$ cat config.mk
export PLATFORM = sky130hd
export DESIGN_NAME = game_referee_flat
export DESIGN_NICKNAME = d
export VERILOG_FILES = /design/src/rtl/ttt_pkg.sv /design/src/rtl/game_referee_if.sv /design/src/rtl/line_checker.sv /design/src/rtl/game_referee.sv /design/src/flat_wrapper.sv
export SDC_FILE = /design/constraint.sdc
export NUM_CORES = 1
export LEC_CHECK = 0
export ABC_AREA = 1
export BUFFER_PORTS_ARGS = -buffer_cell sky130_fd_sc_hd__buf_4
export CAP_MARGIN = 25
export CORE_MARGIN = 2
export CORE_UTILIZATION = 50
export CTS_CLUSTER_SIZE = 40
export DETAILED_ROUTE_END_ITERATION = 10
export MAX_ROUTING_LAYER = met4
export PLACE_DENSITY = 0.72
export SETUP_SLACK_MARGIN = 0.1
export SYNTH_ARGS = -nofsm -noshare
export SYNTH_HDL_FRONTEND = slang
export SYNTH_SLANG_ARGS = --single-unit
$ cat constraint.sdc
create_clock -name clk -period 1.71 [get_ports clk]
set_input_delay 0.2565 -clock clk [delete_from_list [all_inputs] [get_ports clk]]
set_output_delay 0.2565 -clock clk [all_outputs]
set_load 0.1 [all_outputs]
$ cat src/rtl/ttt_pkg.sv
// Shared tic-tac-toe definitions: cell and result codes, referee states and
// the board indexing helper used by the referee and the display logic.
package ttt_pkg;

    localparam logic [1:0] CELL_P1    = 2'd0;
    localparam logic [1:0] CELL_P2    = 2'd1;
    localparam logic [1:0] CELL_EMPTY = 2'd2;

    localparam logic [1:0] WIN_P1      = 2'd0;
    localparam logic [1:0] WIN_P2      = 2'd1;
    localparam logic [1:0] DRAW        = 2'd2;
    localparam logic [1:0] IN_PROGRESS = 2'd3;

    localparam int         NUM_CELLS   = 9;
    localparam logic [3:0] MAX_MOVES   = 4'd9;
    localparam logic [17:0] BOARD_EMPTY = {9{CELL_EMPTY}};

    typedef enum logic [1:0] {
        TURN  = 2'd0,
        CHECK = 2'd1,
        DONE  = 2'd2
    } state_t;

    // Row-major cell number; callers must have range-checked row and col.
    function automatic logic [3:0] cell_index(input logic [1:0] row, input logic [1:0] col);
        return ({2'b00, row} * 4'd3) + {2'b00, col};
    endfunction

endpackage

$ cat src/rtl/game_referee_if.sv
// Player move handshake: the active player drives a (row, col) offer and the
// referee answers with ready and a one-cycle rejection pulse.
interface game_referee_if;

    logic       move_valid;
    logic [1:0] move_row;
    logic [1:0] move_col;
    logic       move_ready;
    logic       move_err;

    modport master (
        output move_valid,
        output move_row,
        output move_col,
        input  move_ready,
        input  move_err
    );

    modport slave (
        input  move_valid,
        input  move_row,
        input  move_col,
        output move_ready,
        output move_err
    );

endinterface

$ cat src/rtl/line_checker.sv
// Combinational three-in-a-row detector for one player code on a flattened
// 3x3 board; shared by the referee and the win display.
module line_checker
    import ttt_pkg::*;
(
    input  logic [17:0] i_board,
    input  logic [1:0]  i_player,
    output logic        o_win
);

    logic [8:0] w_own;
    logic [2:0] w_row_win;
    logic [2:0] w_col_win;
    logic [1:0] w_diag_win;

    // Ownership mask: bit n set when cell n holds the queried player's mark
    always_comb begin
        w_own = 9'd0;
        for (int i = 0; i < NUM_CELLS; i++) begin
            w_own[i] = (i_board[2*i +: 2] == i_player);
        end
    end

    // Evaluate the three rows, three columns and both diagonals
    always_comb begin
        w_row_win  = 3'd0;
        w_col_win  = 3'd0;
        for (int r = 0; r < 3; r++) begin
            w_row_win[r] = w_own[3*r] & w_own[3*r + 1] & w_own[3*r + 2];
            w_col_win[r] = w_own[r]   & w_own[r + 3]   & w_own[r + 6];
        end
        w_diag_win[0] = w_own[0] & w_own[4] & w_own[8];
        w_diag_win[1] = w_own[2] & w_own[4] & w_own[6];
    end

    assign o_win = (|w_row_win) | (|w_col_win) | (|w_diag_win);

endmodule

$ cat src/rtl/game_referee.sv
// Tic-tac-toe referee: owns the board, validates moves from the active player,
// alternates turns and registers the game result.
module game_referee
    import ttt_pkg::*;
#(
    parameter logic FIRST_PLAYER = 1'b0
) (
    input  logic          clk,
    input  logic          rst_n,
    input  logic          new_game,
    game_referee_if.slave mv,
    output logic          cur_player,
    output logic [17:0]   board_flat,
    output logic [1:0]    who_won,
    output logic          game_over
);

    state_t      r_state;
    logic [17:0] r_board;
    logic [3:0]  r_count;
    logic        r_player;
    logic [1:0]  r_who;
    logic        r_err;
    logic        r_ready;

    state_t      w_state_nxt;
    logic [17:0] w_board_nxt;
    logic [3:0]  w_count_nxt;
    logic        w_player_nxt;
    logic [1:0]  w_who_nxt;
    logic        w_err_nxt;
    logic        w_ready_nxt;

    logic        w_in_range;
    logic [3:0]  w_idx;
    logic [1:0]  w_cell;
    logic        w_legal;
    logic [1:0]  w_mover;
    logic        w_win;

    assign w_mover = r_player ? CELL_P2 : CELL_P1;

    // The board checked during CHECK already carries the mover's new mark
    line_checker u_line_checker (
        .i_board  (r_board),
        .i_player (w_mover),
        .o_win    (w_win)
    );

    // Decode the offered coordinates; the index is only formed once in range
    always_comb begin
        w_in_range = (mv.move_row != 2'd3) && (mv.move_col != 2'd3);
        if (w_in_range) begin
            w_idx = cell_index(mv.move_row, mv.move_col);
        end else begin
            w_idx = 4'd0;
        end
        w_cell  = r_board[{w_idx, 1'b0} +: 2];
        w_legal = w_in_range && (w_cell == CELL_EMPTY);
    end

    // Next-state and next-output decode; new_game overrides everything
    always_comb begin
        w_state_nxt  = r_state;
        w_board_nxt  = r_board;
        w_count_nxt  = r_count;
        w_player_nxt = r_player;
        w_who_nxt    = r_who;
        w_err_nxt    = 1'b0;

        if (new_game) begin
            w_state_nxt  = TURN;
            w_board_nxt  = BOARD_EMPTY;
            w_count_nxt  = 4'd0;
            w_player_nxt = FIRST_PLAYER;
            w_who_nxt    = IN_PROGRESS;
        end else begin
            case (r_state)
                TURN: begin
                    if (mv.move_valid && r_ready) begin
                        if (w_legal) begin
                            w_board_nxt[{w_idx, 1'b0} +: 2] = w_mover;
                            w_count_nxt = (r_count < MAX_MOVES) ? (r_count + 4'd1) : r_count;
                            w_state_nxt = CHECK;
                        end else begin
                            w_err_nxt = 1'b1;
                        end
                    end else begin
                        w_err_nxt = 1'b0;
                    end
                end
                CHECK: begin
                    // A completed line takes priority over a full board
                    if (w_win) begin
                        w_who_nxt   = r_player ? WIN_P2 : WIN_P1;
                        w_state_nxt = DONE;
                    end else if (r_count == MAX_MOVES) begin
                        w_who_nxt   = DRAW;
                        w_state_nxt = DONE;
                    end else begin
                        w_player_nxt = ~r_player;
                        w_state_nxt  = TURN;
                    end
                end
                DONE: begin
                    w_state_nxt = DONE;
                end
                default: begin
                    w_state_nxt = TURN;
                end
            endcase
        end

        w_ready_nxt = (w_state_nxt == TURN);
    end

    // State and registered outputs
    always_ff @(posedge clk or negedge rst_n) begin
        if (!rst_n) begin
            r_state  <= TURN;
            r_board  <= BOARD_EMPTY;
            r_count  <= 4'd0;
            r_player <= FIRST_PLAYER;
            r_who    <= IN_PROGRESS;
            r_err    <= 1'b0;
            r_ready  <= 1'b0;
        end else begin
            r_state  <= w_state_nxt;
            r_board  <= w_board_nxt;
            r_count  <= w_count_nxt;
            r_player <= w_player_nxt;
            r_who    <= w_who_nxt;
            r_err    <= w_err_nxt;
            r_ready  <= w_ready_nxt;
        end
    end

    assign mv.move_ready = r_ready;
    assign mv.move_err   = r_err;
    assign cur_player    = r_player;
    assign board_flat    = r_board;
    assign who_won       = r_who;
    assign game_over     = (r_who != IN_PROGRESS);

endmodule

$ cat src/flat_wrapper.sv
// flat-port wrapper written by rule: the top's interface ports become plain ports
module game_referee_flat import ttt_pkg::*;
#(
    parameter logic FIRST_PLAYER = 1'b0
)
  (clk, rst_n, new_game, cur_player, board_flat, who_won, game_over, mv_move_valid, mv_move_row, mv_move_col, mv_move_ready, mv_move_err);
  game_referee_if mv_i ();
  input  logic clk;
  input  logic rst_n;
  input  logic new_game;
  output logic cur_player;
  output logic [17:0] board_flat;
  output logic [1:0] who_won;
  output logic game_over;
  input wire logic [$bits(mv_i.move_valid)-1:0] mv_move_valid;
  input wire logic [$bits(mv_i.move_row)-1:0] mv_move_row;
  input wire logic [$bits(mv_i.move_col)-1:0] mv_move_col;
  output wire logic [$bits(mv_i.move_ready)-1:0] mv_move_ready;
  output wire logic [$bits(mv_i.move_err)-1:0] mv_move_err;
  assign mv_i.move_valid = mv_move_valid;
  assign mv_i.move_row = mv_move_row;
  assign mv_i.move_col = mv_move_col;
  assign mv_move_ready = mv_i.move_ready;
  assign mv_move_err = mv_i.move_err;
  game_referee #(.FIRST_PLAYER(FIRST_PLAYER)) u_core (.clk(clk), .rst_n(rst_n), .new_game(new_game), .mv(mv_i), .cur_player(cur_player), .board_flat(board_flat), .who_won(who_won), .game_over(game_over));
endmodule
==> results_dict.tcl <==
set metrics [dict create \
    muxShareOfSynthArea_pct 0 \
    synth-edff-count 0 \
    drt-initial-drc-count 181 \
    place_hpwl_mm 4.479 \
    critPathBufInv 4 \
    power_density_nw_per_um2 726.0 \
    gr-total-overflow 0 \
    arrival_ns 2.67 \
    cts_sinks 29 \
    yosysWarningCount 0 \
    start_util_pct 51.11 \
    viasPerCell 5.327 \
    die_w_um 70.25 \
    cts_tree "yes" \
    area_growth_pct 49.49 \
    crit_fanout 5 \
    ff2ff_path_depth 12 \
    fin_ws_ns -0.7797 \
    crit_family "adder cells" \
    synthesis.area_um2 2195 \
    violations "negative setup slack" \
    end_kind "flop" \
    antennaDiodeCount 0 \
    yosysSeqAreaShare_pct 33.69 \
    power_leakage_nw 1.715 \
    fp-row-count 24 \
    synthesis.nets 325 \
    clockBufferDepth 2 \
    layout_common_cells "buf_4, nand2_1, nor2_1" \
    r2r-start "u_core.board_flat[9]" \
    hold_depth 3 \
    fin_cells 446 \
    worst_path_max_delay_cell "fa_1" \
    grt_pass1_wl_mm 10.66 \
    startpoint_type "input pin" \
    drc 0 \
    setup_viol 29 \
    core_area_um2 4294 \
    required_ns 1.89 \
    yosys.area_share.simple_pct 45.72 \
    dr_wl_met2_mm 2.951 \
    nets 411 \
    maxCapViolations 0 \
    io-pin-count 32 \
    grt_pass1_vias 2237 \
    relSlewSlack_pct 67.91 \
    slowest_delay_ns 0.53 \
    hold_violations 0 \
    htree_levels 2 \
    r2r_end "u_core.board_flat[4]" \
    firstDrtPassIters 5 \
    ys.flop_type "dfrtp_1" \
    wl_per_cell_um 14.15 \
    peakVddDrop_v 0.0003822 \
    worstSetupPathType "input pin to flop" \
    die_area_um2 4935 \
    min_path_type "input pin to flop" \
    portBuffers 31 \
    reg2reg_slack_ns -0.23 \
    status "finished with violations" \
    clockRootBuffer "clkbuf_8" \
    gp_congestion 0.9825 \
    syn_inst 307 \
    ant_nets 0 \
    period_share_pct 145.6 \
    async_flop_share_pct 100.0 \
    synthAdderAreaFrac_pct 6.385 \
    synth.distinct_cells 34 \
    clock_skew_ns 0.008691 \
    routed-wl-met3_um 434 \
    insertion_delay_ns 0.29 \
    grt_antenna_before_repair 0 \
    synth_seq_cells 29 \
    critical_path.cell_chain "buf_6, fa_1, ha_2, inv_2, fa_1, nor2_4, inv_4, nand4_1, buf_4, nand3_4, nor2_1, nand4_1, nand3_1, nand2_1" \
    path_clk_slew_ns 0.07 \
    route.top_layer_used "met4" \
    hold_start "new_game" \
    grt_use_total_pct 27.74 \
    wl_mm 6.310 \
    grt_max_degree 30 \
    drive_gt1_share_pct 46.45 \
    period_needed_ns 2.490 \
    syn_area_per_cell_um2 7.149 \
    rsz0062_at_grt "true" \
    holdPathEnd "u_core.who_won[0]" \
    final_common_cell "buf_4" \
    tightest_slew_ns 0.4784 \
    wl_met1_mm 2.805 \
    cts_made_buffers 5 \
    synth_compound_area_share_pct 1.824 \
    utilization_pct 76.40 \
    die_h_um 70.25 \
    synthXorXnorAreaFrac_pct 2.794 \
    synth_top_family_by_area "simple AND/OR/NAND/NOR gates" \
    max_freq_mhz 401.7 \
    dp_cells 430 \
    timing.final.max_slew_violations 0 \
    nFillCells 303 \
    num_vias 2376 \
]
==> sequential cells by signal, indices dropped and copies added (netlist names) <==
signal                flops
u_core.who_won            2
u_core.cur_player         1
u_core.r_state            2
u_core.r_count            4
u_core.mv.move_ready      1
u_core.mv.move_err        1
u_core.board_flat        18
==> area by class of cell <==
class / instances / area (µm²) / area share [%]
clock buffer: 6 / 72.57 / 2.212
timing repair buffer: 86 / 720.7 / 21.97
inverter: 41 / 161.4 / 4.920
multi-input combinational: 230 / 1493 / 45.50
clock inverter: 2 / 10.01 / 0.3051
tap: 52 / 65.06 / 1.983
sequential: 29 / 758.2 / 23.11
==> synthesized netlist by cell type (3+ instances only) <==
cell type / count / share of area (%)
inv_1: 34 / 5.8
nor2_4: 3 / 1.5
nor2_1: 42 / 7.2
nand4_2: 3 / 1.7
nand4_1: 17 / 4.8
ha_1: 8 / 4.6
nor4_1: 4 / 1.1
dfrtp_1: 18 / 21
nand2_4: 4 / 2.1
xor2_1: 5 / 2.0
inv_2: 4 / 0.68
nand2_1: 82 / 14
o21ai_0: 5 / 1.1
nand3_1: 33 / 7.5
nand2_2: 3 / 0.86
nor3_1: 6 / 1.4
dfstp_2: 11 / 13
==> kinds of logic (layout without fill, tap and decap cells) <==
logic type,after synthesis,after routing
adder cells (fa/ha/maj),10,10
flip-flops,29,29
buffers and inverters,49,135
AO/OA/AOI/OAI,8,8
XOR/XNOR,7,7
AND/OR/NAND/NOR,204,205
==> per-layer routing <==
metal,vias to the layer above,GRT usage [%]
met1,1121,37.77
li1,1161,-
met3,14,5.195
met2,80,42.35
met4,0,8.120
met5,-,-
==> power by group <==
| group | leakage, nW | internal (W) | total [W] | switching (W) |
|---|---|---|---|---|
| logic | 1.33 | 0.000402 | 0.00108 | 0.000677 |
| clock network | 0.0450 | 0.000281 | 0.000552 | 0.000270 |
| registers | 0.343 | 0.000722 | 0.000752 | 0.0000297 |
==> how the worst max path moves through the flow <==
stage                               from                     to  slack, ns  cells past startpoint
after floorplan           mv_move_col[1]  u_core.board_flat[16]      -0.77                     13
after global placement    mv_move_col[1]   u_core.mv.move_ready      -1.04                     15
after detailed placement  mv_move_col[1]   u_core.mv.move_ready      -1.06                     15
after CTS                 mv_move_col[1]   u_core.board_flat[6]      -0.73                     14
after global routing      mv_move_col[1]  u_core.board_flat[16]      -0.92                     14
final                     mv_move_col[1]  u_core.board_flat[16]      -0.78                     14
==> per-stage QoR <==
| stage | worst slack (ns) | power (W) | TNS, ns | cell area (µm²) | hold slack [ns] |
|---|---|---|---|---|---|
| floorplan | -0.7677 | 0.001379 | -18.43 | 2285 | -0.03909 |
| global placement | -1.036 | 0.001675 | -23.84 | 2925 | 0.2034 |
| detailed placement | -1.065 | 0.001685 | -24.58 | 2925 | 0.1965 |
| CTS | -0.7312 | 0.002309 | -16.85 | 3146 | 0.2244 |
| global route | -0.9206 | 0.002489 | -21.24 | 3281 | 0.2451 |
| finish | -0.7797 | 0.002382 | -17.86 | 3281 | 0.2287 |
==> worst min-delay path, stage by stage <==
cell	delay (ns)
buf_4	0.11
o21ai_1	0.07
nand2_1	0.06
==> repair_timing <==
item / 4_1_cts / 5_1_grt
hold buffers: 1 / 0
endpoints found under the hold margin: 18 / 0
cloned: 2 / 0
gates resized for setup: 16 / 31
endpoints found under the setup margin: 29 / 29
pin swaps: 10 / 26
setup buffers: 4 / 1
Note: power is estimated with default switching activity, not from simulation.
